$ cat src/rtl/ewb_pkg.sv
// ewb_pkg: shared types and widths for the L2 eviction write buffer
package ewb_pkg;
  localparam int S_OFFSET = 5;
  localparam int S_LINE = 8 * 2**S_OFFSET;
  localparam int TAG_W = 32 - S_OFFSET;
  typedef enum logic [1:0] {IDLE, RESP, RD_MEM, DRAIN} ewb_state_t;
  typedef struct packed {
    logic              valid;
    logic [TAG_W-1:0]  tag;
    logic [S_LINE-1:0] data;
  } ewb_entry_t;
  // a single-entry buffer still needs a 1-bit pointer
  function automatic int ptr_w(input int depth);
    return depth > 1 ? $clog2(depth) : 1;
  endfunction
endpackage

$ cat src/rtl/ewb_entry_array.sv
// ewb_entry_array: FIFO-ordered line storage with CAM lookup and in-place update
module ewb_entry_array
  import ewb_pkg::*;
#(
  parameter int DEPTH = 2,
  parameter int PW = ptr_w(DEPTH),
  parameter int CW = $clog2(DEPTH) + 1
) (
  input  logic              clk,
  input  logic              rst,
  input  logic [TAG_W-1:0]  tag,
  input  logic              upd,
  input  logic              push,
  input  logic              pop,
  input  logic [S_LINE-1:0] wdata,
  output logic              hit,
  output logic [PW-1:0]     hit_idx,
  output logic [S_LINE-1:0] hit_data,
  output logic [TAG_W-1:0]  head_tag,
  output logic [S_LINE-1:0] head_data,
  output logic [CW-1:0]     count,
  output logic              full
);
  ewb_entry_t ent [DEPTH];
  logic [PW-1:0] head, tail;
  function automatic logic [PW-1:0] nxt(input logic [PW-1:0] p);
    return (DEPTH == 1) ? '0 : p + 1'b1;
  endfunction
  always_comb begin
    hit = 1'b0;
    hit_idx = '0;
    for (int i = 0; i < DEPTH; i++)
      if (ent[i].valid && ent[i].tag == tag) begin
        hit = 1'b1;
        hit_idx = PW'(i);
      end
  end
  assign hit_data = ent[hit_idx].data;
  assign head_tag = ent[head].tag;
  assign head_data = ent[head].data;
  assign full = count == CW'(DEPTH);
  always_ff @(posedge clk or posedge rst)
    if (rst) begin
      for (int i = 0; i < DEPTH; i++) ent[i] <= '0;
      head <= '0;
      tail <= '0;
      count <= '0;
    end else begin
      if (upd) ent[hit_idx].data <= wdata;
      if (push) begin
        ent[tail] <= {1'b1, tag, wdata};
        tail <= nxt(tail);
      end
      if (pop) begin
        ent[head].valid <= 1'b0;
        head <= nxt(head);
      end
      count <= count + CW'(push) - CW'(pop);
    end
endmodule

$ cat src/rtl/l2_ewb.sv
// l2_ewb: eviction write buffer between L2 and memory; posts writes, serves read hits, drains when idle
module l2_ewb
  import ewb_pkg::*;
#(
  parameter int s_offset = S_OFFSET,
  parameter int s_line = S_LINE,
  parameter int DEPTH = 2
) (
  input  logic              clk,
  input  logic              rst,
  input  logic              l2_read,
  input  logic              l2_write,
  input  logic [31:0]       l2_address,
  input  logic [s_line-1:0] l2_wdata,
  output logic [s_line-1:0] l2_rdata,
  output logic              l2_resp,
  output logic              mem_read,
  output logic              mem_write,
  output logic [31:0]       mem_address,
  output logic [s_line-1:0] mem_wdata,
  input  logic [s_line-1:0] mem_rdata,
  input  logic              mem_resp
);
  localparam int PW = ptr_w(DEPTH);
  localparam int CW = $clog2(DEPTH) + 1;
  ewb_state_t state, next;
  logic [s_line-1:0] rdata_q, hit_data, head_data;
  logic [31-s_offset:0] head_tag;
  logic [PW-1:0] hit_idx;
  logic [CW-1:0] count;
  logic hit, full, upd, push, pop;
  ewb_entry_array #(.DEPTH(DEPTH)) u_arr (
    .clk(clk), .rst(rst), .tag(l2_address[31:s_offset]), .upd(upd), .push(push), .pop(pop),
    .wdata(l2_wdata), .hit(hit), .hit_idx(hit_idx), .hit_data(hit_data),
    .head_tag(head_tag), .head_data(head_data), .count(count), .full(full)
  );
  always_comb begin
    next = state;
    upd = 1'b0;
    push = 1'b0;
    pop = 1'b0;
    case (state)
      IDLE:
        if (l2_read) next = hit ? RESP : RD_MEM;
        else if (l2_write) begin
          upd = hit;
          push = !hit && !full;
          next = (hit || !full) ? RESP : DRAIN;
        end else if (count != '0) next = DRAIN;
      RESP: next = IDLE;
      RD_MEM: next = mem_resp ? RESP : RD_MEM;
      DRAIN: begin
        pop = mem_resp;
        next = mem_resp ? IDLE : DRAIN;
      end
      default: next = IDLE;
    endcase
  end
  always_ff @(posedge clk or posedge rst)
    if (rst) state <= IDLE;
    else state <= next;
  always_ff @(posedge clk or posedge rst)
    if (rst) rdata_q <= '0;
    else if (state == IDLE && l2_read && hit) rdata_q <= hit_data;
    else if (state == RD_MEM && mem_resp) rdata_q <= mem_rdata;
  assign l2_resp = state == RESP;
  assign l2_rdata = rdata_q;
  assign mem_read = state == RD_MEM;
  assign mem_write = state == DRAIN;
  assign mem_address = mem_read ? {l2_address[31:s_offset], {s_offset{1'b0}}} :
                       mem_write ? {head_tag, {s_offset{1'b0}}} : '0;
  assign mem_wdata = mem_write ? head_data : '0;
  assert property (@(posedge clk) disable iff (rst) !(l2_read && l2_write));
endmodule

$ cat config.mk
export PLATFORM = sky130hd
export DESIGN_NAME = l2_ewb
export DESIGN_NICKNAME = d
export VERILOG_FILES = /design/src/rtl/ewb_pkg.sv /design/src/rtl/ewb_entry_array.sv /design/src/rtl/l2_ewb.sv
export SDC_FILE = /design/constraint.sdc
export NUM_CORES = 2
export LEC_CHECK = 0
export CORE_AREA = 10 10 413 415
export CTS_CLUSTER_SIZE = 24
export DETAILED_ROUTE_END_ITERATION = 10
export DIE_AREA = 0 0 423 425
export SYNTH_ARGS = -nofsm -noshare
export SYNTH_HDL_FRONTEND = slang
export SYNTH_SLANG_ARGS = --single-unit
export TNS_END_PERCENT = 5
$ cat constraint.sdc
create_clock -name clk -period 32.2 [get_ports clk]
set_clock_uncertainty 0.1 [all_clocks]
set_input_delay 6.44 -clock clk [delete_from_list [all_inputs] [get_ports clk]]
set_output_delay 6.44 -clock clk [all_outputs]
set_load 0.005 [all_outputs]
==> impl_summary.log <==
[metrics] critical path data arrival time: 7.90 ns
[metrics] hold violation total from the final report: 0
[metrics] Synth top area share: 48.8%
[metrics] remaining number of nets flagged by the antenna check after routing: 0
[metrics] first-pass iteration count of the detailed router: 5
[metrics] biggest fanout along the worst timing path: 5
[metrics] number of standard cells in the final layout excluding fillers: 6945
[metrics] largest net degree at the start of global routing: 155
[metrics] Seq pwr share: 35.7%
[metrics] Floorplan Core Area: 162000 sq um
[metrics] residual DRC count: 0
[metrics] area added between synthesis and finish: 38.1%
[metrics] cell row count: 148
[metrics] critical path's top delay family: buffers and inverters
[metrics] Post-CTS Setup Bufs: 0
[metrics] endpoints failing setup: 0
[metrics] number of different library cells in the post-synthesis netlist: 40
[metrics] worst skew pair latency: 0.71 ns
[metrics] worst setup slack after layout: 17.76 ns
[metrics] count of mapped cells out of synthesis: 3701
[metrics] number of clock buffers inserted by TritonCTS: 100
[metrics] slew at the pin closest to its max-slew limit: 1.20 ns
[metrics] outcome: finished clean
[metrics] Cell Count Post-Placement: 6715
[metrics] Peak supply drop: 0.0600 mV
[metrics] number of maximum-capacitance violations: 0
[metrics] Worst setup EP type: primary output
[metrics] Worst Path Required: 25.66 ns
[metrics] CTS Root Buffer Type: sky130_fd_sc_hd__clkbuf_16
[metrics] worst hold stages: 1
[metrics] share of total power in the clock network: 24.8%
[metrics] sequential-to-total area share from yosys stat: 48.8%
[metrics] EDFF count, synth: 0
[metrics] RSZ-0062 raised after global routing: false
[metrics] share of post-route cells with drive strength above 1: 12.7%
[metrics] Wirelength per Cell: 29.4 um
[metrics] switching part of the total: 36.8%
[metrics] library cell with the largest summed area after synthesis: sky130_fd_sc_hd__dfrtp_1
[metrics] global-route wire length before repair: 284000 um
[metrics] number of synthesis warnings: 0
[metrics] cell count of the worst reg-to-reg path: 9
[metrics] most frequent cells after synthesis: sky130_fd_sc_hd__dfrtp_1 (830), sky130_fd_sc_hd__nor2_1 (517), sky130_fd_sc_hd__mux2_1 (461)
[metrics] fin crit period: 14.44 ns
[metrics] number of DRC violations after detailed-routing iteration 0: 3108
[metrics] number of antenna violations at the first check in global routing: 70
[metrics] Comb power frac: 39.5%
[metrics] Worst Path Buf+Inv: 2
[metrics] number of placed I/O pins: 1096
[metrics] number of global-route vias before repair: 36400
[metrics] initial cell density of the core: 26.3%
[metrics] Die Y: 425 um
[metrics] CP peak stage delay: 0.66 ns
[metrics] normalized max-slew margin: 19.9%
[metrics] aggregate global routing overflow: 0
[metrics] Worst path slowest cell: sky130_fd_sc_hd__clkdlybuf4s50_1
[metrics] areal power density over the cells: 83.4 nW/um^2
[metrics] internal power: 0.00310 W
[metrics] maximum root-to-sink buffer count: 3
[metrics] Setup Total Neg Slack: 0 ns
[metrics] number of vias per cell: 5.11
[metrics] number of vias in the routed layout: 35500
[metrics] Most common cell on crit path: sky130_fd_sc_hd__clkdlybuf4s50_1
[metrics] average cell area after synthesis: 11.5 sq um
[metrics] Psw: 0.00181 W
[metrics] TritonCTS clock tree: done
[metrics] count of port buffers added during placement: 1085
[metrics] total of cells resized after clock tree synthesis: 0
[metrics] net count reported at finish: 5192
[metrics] Hold/Removal Path Class: flop to flop
[metrics] dominant register cell in the synthesized netlist: sky130_fd_sc_hd__dfrtp_1
[metrics] FFs w/ async S/R, synth: 100%
[metrics] category of the most critical setup path: input port to primary output
[metrics] hold buffer count at cts: 0
[metrics] fmax: 69.3 MHz
[metrics] Crit. path cell count: 3
[metrics] overall routed net length: 204000 um
[metrics] cell area after synthesis: 42600 sq um
[metrics] kind of launch point of the worst setup path: input port
[metrics] cells along the critical path: clkdlybuf4s50_1 > o211a_1 > clkdlybuf4s50_1
[metrics] final worst-path cycle share: 44.8%
[metrics] horizontal die dimension: 423 um
[metrics] DIE AREA: 180000 sq um
[metrics] leakage power total: 25.3 nW
[metrics] clk sinks: 830
[metrics] total global routing track utilization: 21.5%
[metrics] dpl hpwl: 147000 um
[metrics] post-synthesis sequential element count: 830
[metrics] Clk pin slew, worst setup/hold paths: 0.06 ns
[metrics] leading cell type by number of instances after synthesis: sky130_fd_sc_hd__dfrtp_1
[metrics] CTS H-tree lvls: 3
[metrics] number of pins exceeding their max-slew limit in the final report: 0
[metrics] cell types with the largest area share after synthesis: sky130_fd_sc_hd__dfrtp_1 (49%), sky130_fd_sc_hd__mux2_1 (12%), sky130_fd_sc_hd__mux2_2 (8.5%), sky130_fd_sc_hd__mux2i_1 (6.7%), sky130_fd_sc_hd__a221oi_1 (5.3%)
[metrics] Final Wtd Congestion: 0.959
[metrics] worst hold margin: 0.408 ns
[metrics] Setup WS pre-CTS: 17.80 ns
==> state kept, by name (all words and copies together), names as in the netlist, named ones only <==
register     flops
l2_rdata       256
state            2
u_arr.count      2
u_arr.ent      514
u_arr.head       1
u_arr.tail       1
==> power groups by stage <==
stage | registers, W | logic (W) | clock network, W
6_report | 0.00175 | 0.00194 | 0.00122
5_1_grt | 0.00180 | 0.00209 | 0.00128
3_3_place_gp | 0.00174 | 0.00192 | 0
2_1_floorplan | 0.00166 | 0.00114 | 0
3_5_place_dp | 0.00176 | 0.00194 | 0
4_1_cts | 0.00174 | 0.00196 | 0.00124
==> metrics by stage <==
step                      instance area (sq um)  total power, W  utilization [%]
after floorplan                           42600         0.00280                -
after detailed placement                  55200         0.00370             34.1
final                                     58800         0.00491             36.3
after CTS                                 58700         0.00494             36.2
after global routing                      58800         0.00517             36.3
after global placement                    55200         0.00366             34.1
==> cells by family after synthesis <==
kind of cell / after synthesis / share of synthesized area (%)
muxes: 1105 / 28.7
DFF: 830 / 48.8
and+or+nand+nor: 584 / 5.36
buffers and inverters: 571 / 5.99
AOI/OAI and AO/OA: 549 / 9.86
xor gates and xnor gates: 60 / 1.23
adders and majority gates: 1 / 0.0294
other: 1 / 0.00881
==> final cells by class <==
class / instances / area [sq um]
sequential: 830 / 20800
antenna: 48 / 120
multi-input combinational: 2304 / 19300
clock inverter: 36 / 544
fill: 16100 / 103000
inverter: 263 / 995
tap: 2175 / 2720
timing repair buffer: 1143 / 11400
clock buffer: 146 / 2960
==> layer usage <==
| metal | global-route usage [%] | vias to the layer above | part of all wire [%] |
|---|---|---|---|
| met5 | 0 | - | 0.031 |
| li1 | - | 15200 | - |
| met4 | 9.83 | 10 | 4.4 |
| met1 | 27.0 | 18600 | 41 |
| met2 | 34.4 | 1453 | 47 |
| met3 | 5.60 | 285 | 7.3 |
==> path summary, 6_finish.rpt <==
kind,start,end,slack (ns)
min reg2reg,u_arr.ent[214],u_arr.ent[214],0.41
min,u_arr.ent[214],u_arr.ent[214],0.41
max reg2reg,flop,l2_rdata[188],26.23
min in group asynchronous,rst,u_arr.ent[127],6.20
max in group asynchronous,rst,state[0],22.14
max,l2_address[10],mem_address[10],17.76
==> layout by cell type (no fill, tap or decap), types with 3 or more instances in the layout <==
cell                              Yosys  final
sky130_fd_sc_hd__nor3_1               3      3
sky130_fd_sc_hd__nand2_1             35     32
sky130_fd_sc_hd__buf_12               0      6
sky130_fd_sc_hd__diode_2              0     48
sky130_fd_sc_hd__a221oi_1           256    256
sky130_fd_sc_hd__dfrtp_1            830    828
sky130_fd_sc_hd__clkdlybuf4s50_1      0   1085
sky130_fd_sc_hd__clkbuf_8             0     26
sky130_fd_sc_hd__nor2b_1              4      3
sky130_fd_sc_hd__mux2_4              40     40
sky130_fd_sc_hd__o21ai_0              3      3
sky130_fd_sc_hd__bufinv_16            0     12
sky130_fd_sc_hd__clkinv_2             0     17
sky130_fd_sc_hd__buf_4               22     52
sky130_fd_sc_hd__mux2i_1            283    283
sky130_fd_sc_hd__clkbuf_16            0    101
sky130_fd_sc_hd__inv_1              263    262
sky130_fd_sc_hd__mux2_1             461    461
sky130_fd_sc_hd__conb_1               1      5
sky130_fd_sc_hd__nor2_1             517    517
sky130_fd_sc_hd__clkbuf_1           143     19
sky130_fd_sc_hd__mux2_2             321    321
sky130_fd_sc_hd__xnor2_1             58     58
sky130_fd_sc_hd__nand4_1             14     14
sky130_fd_sc_hd__nand2_4              0      3
sky130_fd_sc_hd__o22ai_1            256    256
sky130_fd_sc_hd__o211a_1             27     27
(Power assumes the default switching activity.)
